`config.mk`:
```
export PLATFORM = sky130hd
export DESIGN_NAME = one_counter_ctrl_flat
export DESIGN_NICKNAME = d
export VERILOG_FILES = /design/src/rtl/one_counter_ctrl_if.sv /design/src/rtl/one_counter_ctrl.sv /design/src/flat_wrapper.sv
export SDC_FILE = /design/constraint.sdc
export NUM_CORES = 1
export LEC_CHECK = 0
export ABC_CLOCK_PERIOD_IN_PS = 1900
export CORE_AREA = 2 2 42 60
export DETAILED_ROUTE_END_ITERATION = 6
export DIE_AREA = 0 0 44 62
export GPL_TIMING_DRIVEN = 0
export PLACE_DENSITY = 0.75
export SYNTH_ARGS = -nofsm -noshare
export SYNTH_HDL_FRONTEND = slang
export SYNTH_SLANG_ARGS = --single-unit
```
`constraint.sdc`:
```
create_clock -name CLK -period 1.9 [get_ports CLK]
set_clock_uncertainty 0.05 [all_clocks]
set_input_delay 0.38 -clock CLK [delete_from_list [all_inputs] [get_ports CLK]]
set_output_delay 0.38 -clock CLK [all_outputs]
set_load 0.02 [all_outputs]
```
`src/rtl/one_counter_ctrl_if.sv`:
```
// Control/status bundle between the one-counter controller (master) and the
// one-counter datapath (slave): register-file, ALU and output-register controls.
interface one_counter_ctrl_if;
    logic        Start;
    logic [15:0] Datapath;
    logic        IE;
    logic [3:0]  WAA;
    logic [3:0]  WAB;
    logic [3:0]  RAA;
    logic [3:0]  RAB;
    logic        WEA;
    logic        WEB;
    logic        REA;
    logic        REB;
    logic [3:0]  S_ALU1;
    logic [3:0]  S_ALU2;
    logic        OE;
    logic        Busy;
    logic        Done;
    logic        Err;

    modport master (
        input  Start, Datapath,
        output IE, WAA, WAB, RAA, RAB, WEA, WEB, REA, REB,
        output S_ALU1, S_ALU2, OE, Busy, Done, Err
    );

    modport slave (
        output Start, Datapath,
        input  IE, WAA, WAB, RAA, RAB, WEA, WEB, REA, REB,
        input  S_ALU1, S_ALU2, OE, Busy, Done, Err
    );
endinterface

```
`src/rtl/one_counter_ctrl.sv`:
```
// Control FSM for the one-counter datapath: loads a word, shifts it right while
// counting set LSBs, latches the count into the output register and pulses Done.
module one_counter_ctrl #(
    parameter logic [3:0]  ADDR_CNT = 4'd0,
    parameter logic [3:0]  ADDR_DAT = 4'd1,
    parameter logic [3:0]  ALU_PASS = 4'd0,
    parameter logic [3:0]  ALU_INC  = 4'd1,
    parameter logic [3:0]  ALU_ZERO = 4'd2,
    parameter logic [3:0]  ALU_SHR  = 4'd3,
    parameter int unsigned MAX_ITER = 16
) (
    input  logic                  CLK,
    input  logic                  RST,
    one_counter_ctrl_if.master    bus
);

    localparam logic [2:0] S_IDLE = 3'd0;
    localparam logic [2:0] S_LOAD = 3'd1;
    localparam logic [2:0] S_RUN  = 3'd2;
    localparam logic [2:0] S_OUT  = 3'd3;
    localparam logic [2:0] S_DONE = 3'd4;

    localparam logic [4:0] ITER_CAP = 5'(MAX_ITER);

    logic [2:0] state_q, state_d;
    logic [4:0] iter_q,  iter_d;
    logic       err_q,   err_d;

    logic       ie;
    logic [3:0] waa, wab, raa, rab;
    logic       wea, web, rea, reb;
    logic [3:0] s_alu1, s_alu2;
    logic       oe, done;

    always_ff @(posedge CLK or posedge RST) begin
        if (RST) begin
            state_q <= S_IDLE;
            iter_q  <= 5'd0;
            err_q   <= 1'b0;
        end else begin
            state_q <= state_d;
            iter_q  <= iter_d;
            err_q   <= err_d;
        end
    end

    // Outputs are decoded from state (and Datapath in RUN), so an async reset
    // forces every control back to its idle value without waiting for a clock.
    always_comb begin
        state_d = state_q;
        iter_d  = iter_q;
        err_d   = err_q;
        ie      = 1'b0;
        waa     = 4'd0;
        wab     = 4'd0;
        raa     = 4'd0;
        rab     = 4'd0;
        wea     = 1'b0;
        web     = 1'b0;
        rea     = 1'b0;
        reb     = 1'b0;
        s_alu1  = ALU_PASS;
        s_alu2  = ALU_PASS;
        oe      = 1'b0;
        done    = 1'b0;

        case (state_q)
            S_IDLE: begin
                if (bus.Start) state_d = S_LOAD;
            end
            S_LOAD: begin
                ie      = 1'b1;
                web     = 1'b1;
                wab     = ADDR_DAT;
                rea     = 1'b1;
                raa     = ADDR_CNT;
                s_alu1  = ALU_ZERO;
                wea     = 1'b1;
                waa     = ADDR_CNT;
                iter_d  = 5'd0;
                err_d   = 1'b0;
                state_d = S_RUN;
            end
            S_RUN: begin
                reb = 1'b1;
                rab = ADDR_DAT;
                if (bus.Datapath == 16'd0) begin
                    state_d = S_OUT;
                end else if (iter_q == ITER_CAP) begin
                    // Word refused to drain: the datapath is not shifting.
                    err_d   = 1'b1;
                    state_d = S_OUT;
                end else begin
                    s_alu2 = ALU_SHR;
                    web    = 1'b1;
                    wab    = ADDR_DAT;
                    if (bus.Datapath[0]) begin
                        rea    = 1'b1;
                        raa    = ADDR_CNT;
                        s_alu1 = ALU_INC;
                        wea    = 1'b1;
                        waa    = ADDR_CNT;
                    end
                    iter_d = iter_q + 5'd1;
                end
            end
            S_OUT: begin
                rea     = 1'b1;
                raa     = ADDR_CNT;
                s_alu1  = ALU_PASS;
                oe      = 1'b1;
                state_d = S_DONE;
            end
            S_DONE: begin
                done    = 1'b1;
                state_d = S_IDLE;
            end
            default: state_d = S_IDLE;
        endcase
    end

    assign bus.IE     = ie;
    assign bus.WAA    = waa;
    assign bus.WAB    = wab;
    assign bus.RAA    = raa;
    assign bus.RAB    = rab;
    assign bus.WEA    = wea;
    assign bus.WEB    = web;
    assign bus.REA    = rea;
    assign bus.REB    = reb;
    assign bus.S_ALU1 = s_alu1;
    assign bus.S_ALU2 = s_alu2;
    assign bus.OE     = oe;
    assign bus.Busy   = (state_q != S_IDLE);
    assign bus.Done   = done;
    assign bus.Err    = err_q;

endmodule

```
`src/flat_wrapper.sv`:
```
// flat-port wrapper written by rule: the top's interface ports become plain ports
module one_counter_ctrl_flat 
#(
    parameter logic [3:0]  ADDR_CNT = 4'd0,
    parameter logic [3:0]  ADDR_DAT = 4'd1,
    parameter logic [3:0]  ALU_PASS = 4'd0,
    parameter logic [3:0]  ALU_INC  = 4'd1,
    parameter logic [3:0]  ALU_ZERO = 4'd2,
    parameter logic [3:0]  ALU_SHR  = 4'd3,
    parameter int unsigned MAX_ITER = 16
)
  (CLK, RST, bus_Start, bus_Datapath, bus_IE, bus_WAA, bus_WAB, bus_RAA, bus_RAB, bus_WEA, bus_WEB, bus_REA, bus_REB, bus_S_ALU1, bus_S_ALU2, bus_OE, bus_Busy, bus_Done, bus_Err);
  one_counter_ctrl_if bus_i ();
  input  logic CLK;
  input  logic RST;
  input wire logic [$bits(bus_i.Start)-1:0] bus_Start;
  input wire logic [$bits(bus_i.Datapath)-1:0] bus_Datapath;
  output wire logic [$bits(bus_i.IE)-1:0] bus_IE;
  output wire logic [$bits(bus_i.WAA)-1:0] bus_WAA;
  output wire logic [$bits(bus_i.WAB)-1:0] bus_WAB;
  output wire logic [$bits(bus_i.RAA)-1:0] bus_RAA;
  output wire logic [$bits(bus_i.RAB)-1:0] bus_RAB;
  output wire logic [$bits(bus_i.WEA)-1:0] bus_WEA;
  output wire logic [$bits(bus_i.WEB)-1:0] bus_WEB;
  output wire logic [$bits(bus_i.REA)-1:0] bus_REA;
  output wire logic [$bits(bus_i.REB)-1:0] bus_REB;
  output wire logic [$bits(bus_i.S_ALU1)-1:0] bus_S_ALU1;
  output wire logic [$bits(bus_i.S_ALU2)-1:0] bus_S_ALU2;
  output wire logic [$bits(bus_i.OE)-1:0] bus_OE;
  output wire logic [$bits(bus_i.Busy)-1:0] bus_Busy;
  output wire logic [$bits(bus_i.Done)-1:0] bus_Done;
  output wire logic [$bits(bus_i.Err)-1:0] bus_Err;
  assign bus_i.Start = bus_Start;
  assign bus_i.Datapath = bus_Datapath;
  assign bus_IE = bus_i.IE;
  assign bus_WAA = bus_i.WAA;
  assign bus_WAB = bus_i.WAB;
  assign bus_RAA = bus_i.RAA;
  assign bus_RAB = bus_i.RAB;
  assign bus_WEA = bus_i.WEA;
  assign bus_WEB = bus_i.WEB;
  assign bus_REA = bus_i.REA;
  assign bus_REB = bus_i.REB;
  assign bus_S_ALU1 = bus_i.S_ALU1;
  assign bus_S_ALU2 = bus_i.S_ALU2;
  assign bus_OE = bus_i.OE;
  assign bus_Busy = bus_i.Busy;
  assign bus_Done = bus_i.Done;
  assign bus_Err = bus_i.Err;
  one_counter_ctrl #(.ADDR_CNT(ADDR_CNT), .ADDR_DAT(ADDR_DAT), .ALU_PASS(ALU_PASS), .ALU_INC(ALU_INC), .ALU_ZERO(ALU_ZERO), .ALU_SHR(ALU_SHR), .MAX_ITER(MAX_ITER)) u_core (.CLK(CLK), .RST(RST), .bus(bus_i));
endmodule
```
# == Word level (Yosys, flattened, before mapping) ==
# Index checks and enable logic that the tools add are counted.
# op_classes
n_addsub,1
multipliers,0
n_div,0
order_cmp,0
eq_ne,10
n_shift,0
mux,33
bitwise_logic,0
reduce_logical,8
# ops
operator,n
$mux W4,5
$logic_not A16 Y1,1
$pmux W4 S2,2
$mux W1,14
$pmux W3 S4,1
$mux W5,2
$pmux W5 S2,1
$mux W3,3
$pmux W1 S2,4
$eq A3 B2 Y1 const B,2
$ne A2 B2 Y1 const B,3
$reduce_and A3 Y1,2
$add A5 B1 Y5 const B,1
$eq A5 B5 Y1 const B,1
$eq A3 B1 Y1 const B,1
$eq A3 B3 Y1 const B,1
$logic_not A3 Y1,1
$ne A3 B1 Y1 const B,1
$reduce_bool A3 Y1,1
$mux W2,1
$ne A2 B1 Y1 const B,1
$reduce_and A2 Y1,1
$reduce_bool A2 Y1,1
$reduce_or A2 Y1,1
# word_totals
regBits,9
latch_bits,0
ramBits,0
romBits,0
out_inout_bits,33
mem_count,0

# == Longest topological paths before layout ==
# Gate-level depths: netlist of run 1.
# depth
depth_word,4
mapped_depth,6
mapped_depth_nobuf,6

# == Worst setup path after synthesis of run 1 ==
# OpenSTA, ideal clock, no wires.
# synth_timing
path_kind,reg2out
from,register u_core.state_q[0]
to,output bus_WAB[0]
arrival_ns,1.506
required_ns,1.470
setup_slack_ns,-0.036
stages_incl_launch_ff,6
path_buffers,1
path_cell_list,dfrtp_1 or3b_4 a31oi_4 nand2_1 nand2_1 buf_4
# synth_via
elab_chain_len,2
elab_cells_between_ends,3
classes_between,2 x eq/ne; 1 x mux
# synth_rtl
element,line_no,text
start: declaration,one_counter_ctrl.sv:25,"logic [2:0] state_q, state_d;"
start signal: assignment,one_counter_ctrl.sv:41,state_q <= state_d;
$eq A3 B2 Y1 / $eq A3 B1 Y1 (equally long branches),one_counter_ctrl.sv:67,case (state_q)
$pmux W4 S2 *,one_counter_ctrl.sv:67,
end: declaration,flat_wrapper.sv:20,output wire logic [$bits(bus_i.WAB)-1:0] bus_WAB;
# Every way passes the cells marked *; elsewhere a longest branch is shown, timed or not.

# == Final worst setup path of run 1 ==
# layout_timing
from,input bus_Datapath[14]
to,output bus_WEA
# layout_via
elab_chain_len,3
# layout_rtl
element,line_no,text
start: declaration,flat_wrapper.sv:17,input wire logic [$bits(bus_i.Datapath)-1:0] bus_Datapath;
$logic_not A16 Y1,one_counter_ctrl.sv:87,if (bus.Datapath == 16'd0) begin
$mux W1,one_counter_ctrl.sv:87,
$pmux W1 S2,one_counter_ctrl.sv:67,
end: declaration,flat_wrapper.sv:23,output wire logic [$bits(bus_i.WEA)-1:0] bus_WEA;
# Every way passes these cells.

==> metrics.md, run 1 <==
| Metric | Value |
|---|---|
| Commonest non-fill, non-tap cells in the layout | buf_4, conb_1, dlygate4sd2_1 |
| Die height | 62 µm |
| Root cell of the clock tree | clkbuf_4 |
| End point of the critical path | bus_WEA |
| Clock Pin Slew Worst Setup and Hold Paths | 0.07 ns |
| Layout area overhead | 95.33% |
| Initial antenna violation count | 0 |
| Area share of the largest cell type after synthesis | 31.14% |
| Core Box Area | 2260 µm² |
| Final setup vio count | 10 |
| Sequential area share after synthesis | 31.14% |
| Switch share | 43.54% |
| Area leader, netlist | dfrtp_1 |
| Post-Synth Adder-Cell Area | 3.460% |
| Mapped Cells | 85 |
| Outcome | complete, but fails checks |
| Failing checks | negative setup slack |
| PwrDens | 1440 nW/µm² |
| Reg2reg start | u_core.state_q[2] |
| Family with the most delay on the worst path | simple AND/OR/NAND/NOR gates |
| Wire length on met3 | 103 µm |
| Fin. max-slew vios | 0 |
| Highest routed layer | met4 |
| Commonest non-fill, non-tap cell in the layout | buf_4 |
| Logic pwr share | 75.7% |
| Placed inst area | 1149 µm² |
| Setup ws final | -0.2651 ns |
| First-pass GRT wire length | 2780 µm |
| Die ar. | 2728 µm² |
| Wire length on met1 | 763 µm |
| Hold crit path type | input pin to async pin |
| Largest net degree at the start of global routing | 11 |
| Final hold vios | 0 |
| Critical Path RT | 1.47 ns |
| Post-DP HPWL | 1405 µm |
| CP bufs+invs | 3 |
| Synth area leaders | dfrtp_1, buf_4, nand3_1, nand2_1, inv_1 |
| Simple-Gate Fraction of Synth Area | 24.91% |
| Fraction of layout cells with a size suffix above 1 | 45.91% |
| I/O pin total | 52 |
| Post-route ant nets | 0 |
| Floorplan row count | 21 |
| Placed Instances | 158 |
| Drt drc | 0 |
| Die width | 44 µm |
| Global Route Usage Sum | 13.98% |
| Max_cap viols | 0 |
| Largest family of logic cells by synthesized area | buffers and inverters |
| Post-Synth XOR/XNOR Area | 1.211% |
| TritonCTS Buffers | 3 |
| Pint | 1.148 mW |
| Reg-to-Reg End | u_core.iter_q[3] |
| CP Depth | 7 |
| R2R setup slack | -0.08 ns |
| Reg2reg path depth | 7 |
| First-pass DRT Iterations | 4 |
| P_sw | 885.3 µW |
| F_max | 461.9 MHz |
| Max IR drop VDD | 0.0009429 V |
| Max FO, Critical Path | 3 |
| CP endpoint kind | output pin |
| Crit path DAT | 1.74 ns |
| CTS tree | built |
| Async set or reset register ratio after synthesis | 100.0% |
| Number of DRC markers in iteration 0 | 15 |
| Cell area after synthesis | 723.2 µm² |
| Warnings from Yosys | 0 |
| Initial Utilization | 32.00% |
| Via count | 783 |
| Post-synthesis average cell area | 8.508 µm² |
| Remaining global-route overflow | 0 |
| CTS H-tree lvls | 1 |
| Clk buf depth | 2 |
| Synth Area in Compound Gates | 8.997% |
| Top FF cell, synth | dfrtp_1 |
| Flops & latches, synth | 9 |
| Post-place setup slack | -1.016 ns |
| Crit path time final | 2.165 ns |
| ANT cells | 0 |
| CP max stage cell | nor4_4 |
| # clock sinks | 9 |
| Distinct cells, synth | 27 |
| Final Non-Filler Cells | 182 |
| Worst setup SP type | input pin |
| Setup CP Type | input pin to output pin |
| Clk_lat worst skew | 0.28 ns |
| Setup Total Neg Slack | -1.845 ns |
| Sequential fraction of design power | 16.4% |
| EDFF count, synth | 0 |
| RSZ-0062 raised after global routing | true |
| Wire length on met2 | 1187 µm |
| Leakage | 0.7977 nW |
| Slowest stage delay, CP | 0.32 ns |
| WL/cell | 11.65 µm |
| Vias per cell | 4.302 |
| Mux contribution to synthesized area | 2.768% |
| Final std cell area, no fill | 1413 µm² |
| GPL Wtd Cong | 0.7154 |
| Via count of the first global-routing pass | 661 |
| Worst setup path start | bus_Datapath[14] |
| Routed WL | 2120 µm |
| Part of the cycle the worst path needs | 114.0% |
| Port-buffer cells | 33 |
| Nets | 181 |
| Worst path cell trace | dlygate4sd2_1 > nor4_4 > nand4_1 > buf_4 > nand3_2 > nand2_1 > buf_6 |
| Clk network pwr share | 7.9% |
==> area by class of cell <==
class,instances,area [µm²]
tap,23,28.78
sequential,9,225.2
multi-input combinational,62,441.7
clock inverter,1,5.005
fill,191,847.1
buffer,21,165.2
timing repair buffer,54,485.5
clock buffer,3,22.52
inverter,9,38.79
==> Yosys cell counts, types with 2 or more instances <==
master and number:
nor4_1 4, ha_1 2, nand2_1 9, dfrtp_1 9, nand3_1 7, nor2_1 4, buf_4 21, nand2b_1 2
inv_1 8, mux2i_1 2
==> repair_timing <==
action                                  in CTS  in global routing
pin swaps                                   10                  6
gates resized for setup                     90                 11
setup buffers                               10                 11
endpoints found under the setup margin      16                 13
hold buffers                                 0                  0
==> worst reg2reg max path: stages, from the launching register on <==
cell	delay, ns
dfrtp_1	0.40
or3b_4	0.43
buf_4	0.15
buf_6	0.12
buf_4	0.12
a41o_1	0.23
a22o_1	0.21
a21o_1	0.17
==> power groups by stage <==
stage          Clock [mW]  Combinational (mW)  Sequential, mW
5_1_grt             0.171                1.65           0.342
4_1_cts             0.164                1.32           0.335
2_1_floorplan           0               0.693           0.332
3_5_place_dp            0                1.13           0.341
6_report            0.161                1.54           0.332
3_3_place_gp            0                1.11           0.335
==> cell families after synthesis <==
kind of cell | after synthesis
and+or+nand+nor | 32
buffers and inverters | 31
DFF | 9
AOI/OAI and AO/OA | 7
adders and majority gates | 2
muxes | 2
other | 1
xor gates and xnor gates | 1
==> sequential cells by signal, summed over array words and instances, names as in the netlist <==
name            count
u_core.iter_q       5
u_core.state_q      3
u_core.bus.Err      1
==> routing by layer <==
metal	vias to the layer above	global-route usage (%)
met3	7	2.601
met5	-	0
met2	24	25.00
met4	0	7.792
met1	355	15.44
li1	397	-
==> worst min-delay path by stage <==
stage / from / end
final: RST / u_core.state_q[0]
after global routing: RST / u_core.state_q[1]
after CTS: RST / u_core.state_q[0]
after detailed placement: u_core.state_q[2] / u_core.state_q[0]
after global placement: u_core.state_q[2] / u_core.state_q[0]
after floorplan: RST / u_core.bus.Err
==> stage by stage <==
stage	utilization (%)	hold WS (ns)	total power [mW]
2_1_floorplan	-	0.1579	1.025
3_3_place_gp	50.83	0.4178	1.448
3_5_place_dp	50.83	0.4403	1.469
4_1_cts	57.36	0.3280	1.815
5_1_grt	62.51	0.3602	2.166
6_report	62.51	0.3158	2.033
(Power assumes the default switching activity.)
==> run 2: changes to the inputs <==
GPL_ROUTABILITY_DRIVEN = 0   (was unset)
SLEW_MARGIN = 20   (was unset)
==> results of run 2 <==
The final DEF is identical to that of run 1; final timing and power are the same.
==> run 3: changes to the inputs <==
ABC_CLOCK_PERIOD_IN_PS = 1850   (was 1900)
CORE_AREA = 2 2 44 63   (was 2 2 42 60)
DIE_AREA = 0 0 46 65   (was 0 0 44 62)
PLACE_DENSITY = 0.71   (was 0.75)
clock period = 1.85 ns   (was 1.9 ns; I/O delays follow)
==> run 3 against run 2 <==
  * The run still ends with negative setup slack left
  * Combinational power is essentially flat
  * Worst hold slack better by 0.0039 ns
  * Power rose by 0.27%
  * Register-to-register slack worse by 0.05 ns
  * Via count up 5.4%
  * Flip-flop and latch count stayed put
  * Sequential power about the same
  * First-iteration DRC count shrank 40%
  * Non-clock buffer count grew 1
  * Worst setup slack got worse by 0.047 ns
  * Critical path type is now flip-flop to output pin
  * Critical endpoint is now bus_S_ALU2[1]
  * Largest cell class unchanged
  * Largest power group unchanged
  * Highest routed layer unchanged
==> metrics.md, run 3 (same netlist as run 1, synthesis figures left out) <==
| Metric | Value |
|---|---|
| Outcome | complete, but fails checks |
| Failing checks | negative setup slack |
| First-pass DRT Iterations | 4 (unchanged) |
| Reg2reg path depth | 7 (unchanged) |
| Hold WS | 0.3197 ns (+0.003910 ns) |
| Reg2reg start | u_core.state_q[0] |
| Final Non-Filler Cells | 184 (+1.1%) |
| Worst setup SP type | flip-flop |
| Setup CP Type | flip-flop to output pin |
| Number of DRC markers in iteration 0 | 9 (-6) |
| Port-buffer cells | 33 (unchanged) |
| Die width | 46 µm (+4.5%) |
| Crit path time final | 2.162 ns |
| Clk_lat worst skew | 0.27 ns (about the same) |
| Final hold vios | 0 (unchanged) |
| First-pass GRT wire length | 3222 µm (+16%) |
| PwrDens | 1455 nW/µm² (+1.1%) |
| TritonCTS Buffers | 3 (unchanged) |
| Final setup vio count | 11 (+1) |
| Hold crit path type | input pin to async pin |
| Via count | 825 (+5.4%) |
| Vias per cell | 4.484 (+4.2%) |
| Largest net degree at the start of global routing | 10 (-1) |
| Max FO, Critical Path | 4 (+1) |
| Remaining global-route overflow | 0 (unchanged) |
| CP endpoint kind | output pin |
| Cell mode on critical path | buf_6 |
| Reg-to-Reg End | u_core.iter_q[3] |
| Routed WL | 2230 µm (+5.2%) |
| Fraction of layout cells with a size suffix above 1 | 46.25% (+0.34 points) |
| CP bufs+invs | 3 (unchanged) |
| RSZ-0062 raised after global routing | true |
| Leakage | 0.8036 nW (+0.74%) |
| Footprint of the multi-input gates | 434.2 µm² (-1.7%) |
| Floorplan row count | 22 (+4.8%) |
| Filler cell count | 221 (+16%) |
| Via count of the first global-routing pass | 771 (+17%) |
| Root cell of the clock tree | clkbuf_4 |
| F_max | 462.4 MHz |
| Largest register by flop count | u_core.iter_q |
| Clock Pin Slew Worst Setup and Hold Paths | 0.06 ns (about the same) |
| Commonest non-fill, non-tap cell in the layout | buf_4 |
| R2R setup slack | -0.13 ns (-0.05 ns) |
| Drt drc | 0 (unchanged) |
| # clock sinks | 9 (unchanged) |
| Family with the most delay on the worst path | simple AND/OR/NAND/NOR gates |
| Fin. max-slew vios | 0 (unchanged) |
| Worst path cell trace | or3b_4 > a31oi_4 > nand2_4 > inv_4 > buf_6 > buf_6 |
| Layout area overhead | 93.77% |
| Post-route ant nets | 0 (unchanged) |
| Post-DP HPWL | 1608 µm (+14%) |
| Register Area | 225.2 µm² (unchanged) |
| Nets | 182 (+0.55%) |
| Die height | 65 µm (+4.8%) |
| Clk buf depth | 2 (unchanged) |
| CP max stage cell | or3b_4 |
| I/O pin total | 52 (unchanged) |
| Global Route Usage Sum | 15.08% (+1.1 points) |
| Max IR drop VDD | 0.0006788 V (-28%) |
| Crit path DAT | 1.74 ns (about the same) |
| Die ar. | 2990 µm² (+9.6%) |
| Initial Utilization | 29.19% (-2.8 points) |
| CTS H-tree lvls | 1 (unchanged) |
| Slowest stage delay, CP | 0.43 ns (+0.11 ns) |
| Initial antenna violation count | 0 (unchanged) |
| Part of the cycle the worst path needs | 116.9% |
| CTS tree | built |
| ANT cells | 0 (unchanged) |
| Setup ws final | -0.3125 ns (-0.04740 ns) |
| Max_cap viols | 0 (unchanged) |
| Placed Instances | 159 (+0.63%) |
| Largest register FFs | 5 (unchanged) |
| Critical Path RT | 1.43 ns (-0.04 ns) |
| WL/cell | 12.12 µm (+4.0%) |
| Core Box Area | 2477 µm² (+9.6%) |
| Commonest non-fill, non-tap cells in the layout | buf_4, conb_1, buf_6 |
| Post-place setup slack | -1.146 ns (-0.1298 ns) |
run 3: worst max-delay path by stage:
stage                     slack (ns)               from  depth (start not counted)            end
final                          -0.31  u_core.state_q[0]                          6  bus_S_ALU2[1]
after global routing           -0.35  u_core.state_q[0]                          6     bus_WAB[0]
after CTS                      -0.29  u_core.state_q[2]                          6  bus_S_ALU2[1]
after detailed placement       -1.15    bus_Datapath[0]                          7  bus_S_ALU2[1]
after global placement         -1.12    bus_Datapath[0]                          7     bus_WAB[0]
after floorplan                0.008  u_core.state_q[0]                          5  bus_S_ALU2[1]
run 3: repair_timing:
item,in CTS,in global routing
resized for setup,91,18
setup endpoints to repair,19,14
setup buffers,17,5
pin swaps,9,9
hold buffers,0,0
run 3: per-stage QoR:
stage	util (%)	instance area, µm²	setup TNS, ns	power, mW
after floorplan	-	792.0	0	1.057
after global placement	46.52	1152	-9.835	1.498
after detailed placement	46.52	1152	-10.41	1.527
after CTS	53.48	1325	-1.930	1.886
after global routing	56.57	1401	-2.954	2.169
final	56.57	1401	-2.346	2.039
run 3: power breakdown:
part	internal, mW	switching (mW)
Clock	0.0834	0.0732
Sequential	0.270	0.0657
Combinational	0.796	0.751
run 3: cell type report:
type                    instances  area share [%]
flip-flops and latches          9           16.07
well taps                      24           2.143
inverters                       9           2.768
plain buffers                  21           11.79
multi-input cells              62           30.98
clock buffers                   4           1.875
repair buffers                 55           34.38
run 3: layer usage:
layer	global-route usage (%)	share of wire (%)
met5	0	0
met4	10.71	3.2
met3	1.393	9.6
met2	27.43	53
met1	14.55	34
